`config.mk`:
```
export PLATFORM = sky130hd
export DESIGN_NAME = loop_ctrl_nested
export DESIGN_NICKNAME = d
export VERILOG_FILES = /design/src/rtl/loop_ctrl_nested.sv
export SDC_FILE = /design/constraint.sdc
export NUM_CORES = 2
export LEC_CHECK = 0
export BUFFER_PORTS_ARGS = -buffer_cell sky130_fd_sc_hd__buf_2
export CORE_MARGIN = 5
export CORE_UTILIZATION = 40
export CTS_BUF_LIST = sky130_fd_sc_hd__clkbuf_4 sky130_fd_sc_hd__clkbuf_8
export DETAILED_ROUTE_END_ITERATION = 6
export HOLD_SLACK_MARGIN = 0.05
export PLACE_DENSITY = 0.58
export SLEW_MARGIN = 20
export SYNTH_ARGS = -nofsm -noshare
export SYNTH_HDL_FRONTEND = slang
export SYNTH_SLANG_ARGS = --single-unit
```
`constraint.sdc`:
```
create_clock -name clk -period 5.54 [get_ports clk]
set_input_delay 0 -clock clk [delete_from_list [all_inputs] [get_ports clk]]
set_output_delay 0 -clock clk [all_outputs]
set_load 0.01 [all_outputs]
```
`src/rtl/loop_ctrl_nested.sv`:
```
// loop_ctrl_nested
//   Walks a configurable perfect loop nest and emits one control event per
//   non-stalled cycle: init+enter, enter, iteration step (valid), exit, done.
//
//   Configuration: each cfg_loop_iter_v strobe stores one loop limit
//   (iterations minus one), outermost loop first. A program consumes the
//   stored nest, and completion clears it for the next configuration.
//
// Ports
//   clk               rising-edge clock
//   reset             synchronous, active-low reset
//   cfg_loop_iter_v   config write strobe (accepted only while idle, not full)
//   cfg_loop_iter     iteration count minus one for the loop being written
//   start             begin walking the configured nest (accepted only in idle)
//   stall             freezes all sequencing state and masks the strobes
//   loop_index        loop id qualified by the strobes
//   loop_index_valid  one iteration step of loop_index
//   loop_init         first cycle of a program
//   loop_enter        entry into loop_index
//   loop_exit         exit from loop_index
//   loop_ctrl_done    single-cycle completion pulse
//   busy              high from start acceptance through the done cycle
module loop_ctrl_nested #(
    parameter int LOOP_ID_W   = 5,
    parameter int LOOP_ITER_W = 16
) (
    input  logic                   clk,
    input  logic                   reset,
    input  logic                   cfg_loop_iter_v,
    input  logic [LOOP_ITER_W-1:0] cfg_loop_iter,
    input  logic                   start,
    input  logic                   stall,
    output logic [LOOP_ID_W-1:0]   loop_index,
    output logic                   loop_index_valid,
    output logic                   loop_init,
    output logic                   loop_enter,
    output logic                   loop_exit,
    output logic                   loop_ctrl_done,
    output logic                   busy
);

    localparam int NUM_LOOPS = 1 << LOOP_ID_W;

    typedef enum logic [2:0] {
        IDLE,
        INIT,
        ENTER,
        INNER,
        EXIT,
        STEP,
        DONE
    } state_t;

    state_t state, state_nx;

    logic [LOOP_ITER_W-1:0] limit_mem [NUM_LOOPS];
    logic [LOOP_ITER_W-1:0] count_mem [NUM_LOOPS];

    // One extra bit so a completely full table (NUM_LOOPS entries) is
    // distinguishable from an empty one.
    logic [LOOP_ID_W:0]   wr_ptr;
    logic [LOOP_ID_W-1:0] cur;
    logic [LOOP_ID_W-1:0] last;
    logic [LOOP_ID_W-1:0] cur_inc;
    logic [LOOP_ID_W-1:0] cur_dec;
    logic                 cfg_wr_en;
    logic                 inner_last;
    logic                 outer_more;

    // With a full table the low bits of wr_ptr are zero, so the subtraction
    // wraps to NUM_LOOPS-1, which is the correct innermost loop id.
    assign last    = wr_ptr[LOOP_ID_W-1:0] - LOOP_ID_W'(1);
    assign cur_inc = cur + LOOP_ID_W'(1);
    assign cur_dec = cur - LOOP_ID_W'(1);

    assign cfg_wr_en  = reset && (state == IDLE) && cfg_loop_iter_v && !wr_ptr[LOOP_ID_W];
    assign inner_last = (count_mem[last] == limit_mem[last]);
    // Evaluated while exiting loop cur: does the enclosing loop have
    // iterations left?
    assign outer_more = (count_mem[cur_dec] < limit_mem[cur_dec]);

    // Limit storage needs no reset: wr_ptr defines which entries are live.
    always_ff @(posedge clk) begin
        if (cfg_wr_en) begin
            limit_mem[wr_ptr[LOOP_ID_W-1:0]] <= cfg_loop_iter;
        end
    end

    always_ff @(posedge clk) begin
        if (!reset) begin
            state <= IDLE;
        end else begin
            state <= state_nx;
        end
    end

    always_comb begin
        state_nx         = state;
        loop_index       = '0;
        loop_index_valid = 1'b0;
        loop_init        = 1'b0;
        loop_enter       = 1'b0;
        loop_exit        = 1'b0;
        loop_ctrl_done   = 1'b0;
        busy             = (state != IDLE);

        case (state)
            IDLE: begin
                if (start) begin
                    state_nx = (wr_ptr != '0) ? INIT : DONE;
                end
            end
            INIT: begin
                loop_init  = 1'b1;
                loop_enter = 1'b1;
                state_nx   = (last != '0) ? ENTER : INNER;
            end
            ENTER: begin
                loop_enter = 1'b1;
                loop_index = cur_inc;
                state_nx   = (cur_inc == last) ? INNER : ENTER;
            end
            INNER: begin
                loop_index_valid = 1'b1;
                loop_index       = last;
                state_nx         = inner_last ? EXIT : INNER;
            end
            EXIT: begin
                loop_exit  = 1'b1;
                loop_index = cur;
                if (cur == '0) begin
                    state_nx = DONE;
                end else begin
                    state_nx = outer_more ? STEP : EXIT;
                end
            end
            STEP: begin
                loop_index_valid = 1'b1;
                loop_index       = cur;
                state_nx         = ENTER;
            end
            DONE: begin
                loop_ctrl_done = 1'b1;
                state_nx       = IDLE;
            end
            default: begin
                state_nx = IDLE;
            end
        endcase

        // Stall freezes the walk in place; loop_index keeps its decoded value
        // because the state it is decoded from does not move.
        if (stall) begin
            state_nx         = state;
            loop_index_valid = 1'b0;
            loop_init        = 1'b0;
            loop_enter       = 1'b0;
            loop_exit        = 1'b0;
            loop_ctrl_done   = 1'b0;
        end
    end

    always_ff @(posedge clk) begin
        if (!reset) begin
            wr_ptr <= '0;
            cur    <= '0;
            for (int i = 0; i < NUM_LOOPS; i++) begin
                count_mem[i] <= '0;
            end
        end else begin
            if (cfg_wr_en) begin
                wr_ptr <= wr_ptr + (LOOP_ID_W + 1)'(1);
            end
            if (!stall) begin
                case (state)
                    INIT: begin
                        cur <= '0;
                        for (int i = 0; i < NUM_LOOPS; i++) begin
                            count_mem[i] <= '0;
                        end
                    end
                    ENTER: begin
                        cur <= cur_inc;
                    end
                    INNER: begin
                        // The value after the final iteration is never
                        // observed: the following EXIT clears this entry.
                        count_mem[last] <= count_mem[last] + LOOP_ITER_W'(1);
                    end
                    EXIT: begin
                        count_mem[cur] <= '0;
                        if (cur != '0) begin
                            cur <= cur_dec;
                        end
                    end
                    STEP: begin
                        count_mem[cur] <= count_mem[cur] + LOOP_ITER_W'(1);
                    end
                    DONE: begin
                        wr_ptr <= '0;
                    end
                    default: begin
                    end
                endcase
            end
        end
    end

endmodule

```
==> run_results.csv <==
group,metric,value,unit
timing,tightest_slew,1.17,ns
synthesis,syn_nets,3598,
grt,antenna_found_initial,4,
synthesis,synth.area.mux_share,29.7,%
routing,vias,37367,
synthesis,netlist_top_cells_area,"edfxtp_1, mux4_2, nor2_1, mux4_1, mux2i_1",
clock_network,cts.reportedPaths.clkPinSlew,0.07,ns
synthesis,ys_ff_latch,1043,
routing,wl,198000,um
worst_setup_path,r2r-start,"wr_ptr[1]",
finish,synthToLayoutAreaGrowth,11.6,%
synthesis,synth-edff-count,1024,
synthesis,syn-cell-area,57200,um2
worst_setup_path,setup.worst_path.end_class,"register",
floorplan,dieArea,151000,um2
synthesis,synth_area_leader_cell,"edfxtp_1",
synthesis,syn-instance-count,3553,
hold_path,hp-start,"cfg_loop_iter[13]",
pwr,p_leak,20.7,nW
clock_network,cts_tree,"done",
synthesis,synth_adder_area_share,0.525,%
routing,vias_per_cell,6.53,
grt,grt_util_met2,38.4,%
synthesis,synth_compound_area_share,3.01,%
floorplan,fp.coreArea,142000,um2
synthesis,synth_most_common_cell,"edfxtp_1",
worst_setup_path,path_class,"register to register",
worst_setup_path,startpoint,"wr_ptr[1]",
synthesis,synth_xor_area_share,0.980,%
worst_setup_path,cp_top_family,"buffers and inverters",
grt,grt_pass1_vias,36187,
grt,grt.met3_usage,7.14,%
synthesis,yosys.area_share.simple,7.88,%
placement,port_buffers,31,
timing,final-hold-violation-count,0,
clock_network,cts_setup_buffers,0,
synthesis,synth_cell_types,87,
clock_network,cts_root_buffer,"clkbuf_8",
timing,fin_crit,5.23,ns
synthesis,ys_seq_area_share,54.4,%
timing,slew_headroom,21.8,%
clock_network,cts_buffer_depth,3,
synthesis,yosysTopAreaCellShare,53.8,%
clock_network,htreeDepth,4,
timing,skew,0.0574,ns
timing,finalSetupTns,0,ns
timing,finalMaxSlewViolations,0,
floorplan,num_rows,138,
clock_network,worstSkewPairLatency,0.92,ns
worst_setup_path,critPathMaxFanout,80,
routing,ant_nets,0,
routing,drc,0,
timing,fmax,191,MHz
clock_network,cts_buffers,172,
hold_path,hold_depth,2,
clock_network,clock_sinks,1043,
routing,dr.pass1.iters,5,
synthesis,syn_avg_cell_area,16.1,um2
pwr,ir_drop,0.249,mV
synthesis,synth_top_family_by_area,"multiplexers",
timing,hold_slack,0.128,ns
run_status,status,"completed",
run,cap_viol_max_count,0,
finish,layout.nets,3734,
worst_setup_path,worst-endpoint-arrival,6.10,ns
worst_setup_path,r2r_cells,13,
pwr,p_per_area,349,nW/um2
synthesis,netlist_top_cells_count,"edfxtp_1, mux4_2, nor2_1, nand2_1, clkbuf_1",
grt,grt_max_degree,98,
routing,drt-initial-drc-count,5623,
floorplan,io_pins,32,
placement,place_congestion,0.954,
timing,period_share,94.5,%
worst_setup_path,required,6.40,ns
worst_setup_path,worstPathCellList,"inv_1, ha_1, xor2_4, buf_12, mux4_4, nand2_1, a32oi_1, nand3_1, xnor2_1, and3_1, and4_1, o2bb2ai_1, dlygate4sd3_1",
timing,setup_violations,0,
grt,grt-busiest-layer,"met2",
floorplan,fp.dieW,388,um
hold_path,hold_path.class,"input pin to register",
routing,wire_per_inst,34.7,um
placement,dp_hpwl,126000,um
worst_setup_path,startpoint_type,"register",
grt,grtUsageMet1,37.0,%
worst_setup_path,cp_slowest_cell,"mux4_4",
synthesis,yosysWarnings,0,
grt,grt_use_total,25.9,%
worst_setup_path,r2r_setup_slack,0.31,ns
worst_setup_path,worstPathBufferInverterCount,3,
worst_setup_path,max_stage_delay,0.73,ns
grt,overflow,0,
grt,grt_pass1_wl,278000,um
floorplan,initial_core_util,40.3,%
finish,drive_gt1_share,34.0,%
timing,grt_setup_unrepaired,"no",
worst_setup_path,worst-path-stages,13,
synthesis,synth_flop_cell,"edfxtp_1",
floorplan,die_height,388,um
synthesis,ys_async_sr_fraction,0,%
[metal layers]
metal,wire length [um],up-vias
li1,-,14704
met1,78800,19765
met2,88800,2534
met3,24000,364
met4,6940,0
met5,0,-
[per-stage QoR]
stage          cell area [um2]  utilization [%]  power (W)  setup WS [ns]  cells
3_3_place_gp             59900             42.3     0.0152          0.599   5373
2_1_floorplan            57200                -     0.0131          0.764   3553
4_1_cts                  63800             45.0     0.0222          0.128   5720
3_5_place_dp             59900             42.3     0.0152          0.567   5373
5_1_grt                  63800             45.0     0.0229         0.0685   5721
6_report                 63800             45.0     0.0223          0.306   5722
[final cells by class]
type | count | area, um2
Antenna cell | 2 | 5.00
Clock buffer | 214 | 2700
Clock inverter | 101 | 836
Fill cell | 12280 | 78000
Inverter | 21 | 78.8
Multi-Input combinational cell | 2176 | 24300
Sequential cell | 1043 | 31100
Tap cell | 1890 | 2360
Timing Repair Buffer | 275 | 2390
[report_power, final]
group          internal, W  switching (W)
logic              0.00233        0.00373
clock network      0.00376        0.00333
registers          0.00891       0.000206
total               0.0150        0.00727
[flip-flops by register name, summed over array words and instances (netlist names), named ones only]
register and flops:
count_mem 512, cur 5, limit_mem 512, state 3, wr_ptr 6
[layout by cell type, fill, tap and decap left out, types with 21 or more instances in the layout]
master and n:
mux2_2 24, mux4_2 636, xnor2_1 36, edfxtp_1 1024
a21oi_1 25, a32oi_1 22, buf_4 186, nor2_2 66
ha_1 22, clkbuf_4 40, buf_2 31, mux4_1 44
buf_12 26, mux2i_1 103, o22ai_1 39, o21ai_0 40
clkinv_2 21, clkbuf_8 174, nand3_1 44, nand2_1 221
nand4_1 30, clkinv_1 54, dlygate4sd3_1 32, nor2_1 583
nor2b_1 22
[cells by family (layout without fill, tap and decap cells)]
kind of cell,after synthesis,after routing
fa+ha+maj,24,24
xor+xnor,61,61
simple gates,1047,1047
compound gates,230,230
other cells,0,2
buf+inv,334,611
flops,1043,1043
mux,814,814
[repair_timing]
action / 4_1_cts / 5_1_grt
resized for setup: 0 / 2
hold buffers: 32 / 0
endpoints found under the setup margin: 0 / 1
endpoints found under the hold margin: 531 / 0
[final timing paths]
check                                    endpoint
worst max register to register           state[2]
worst min register to register          wr_ptr[0]
worst min-delay path            limit_mem[27][13]
worst max-delay path                     state[2]
[worst register-to-register path, delay by kind of cell, from the launching register on]
kind | cells | cell delay (ns)
adders and majority gates | 1 | 0.44
buffers and inverters | 3 | 1.30
and+or+nand+nor | 4 | 1.25
AOI/OAI and AO/OA | 2 | 0.22
xor gates and xnor gates | 2 | 0.52
muxes | 1 | 0.80
DFF | 1 | 0.65
(Power assumes the default switching activity.)
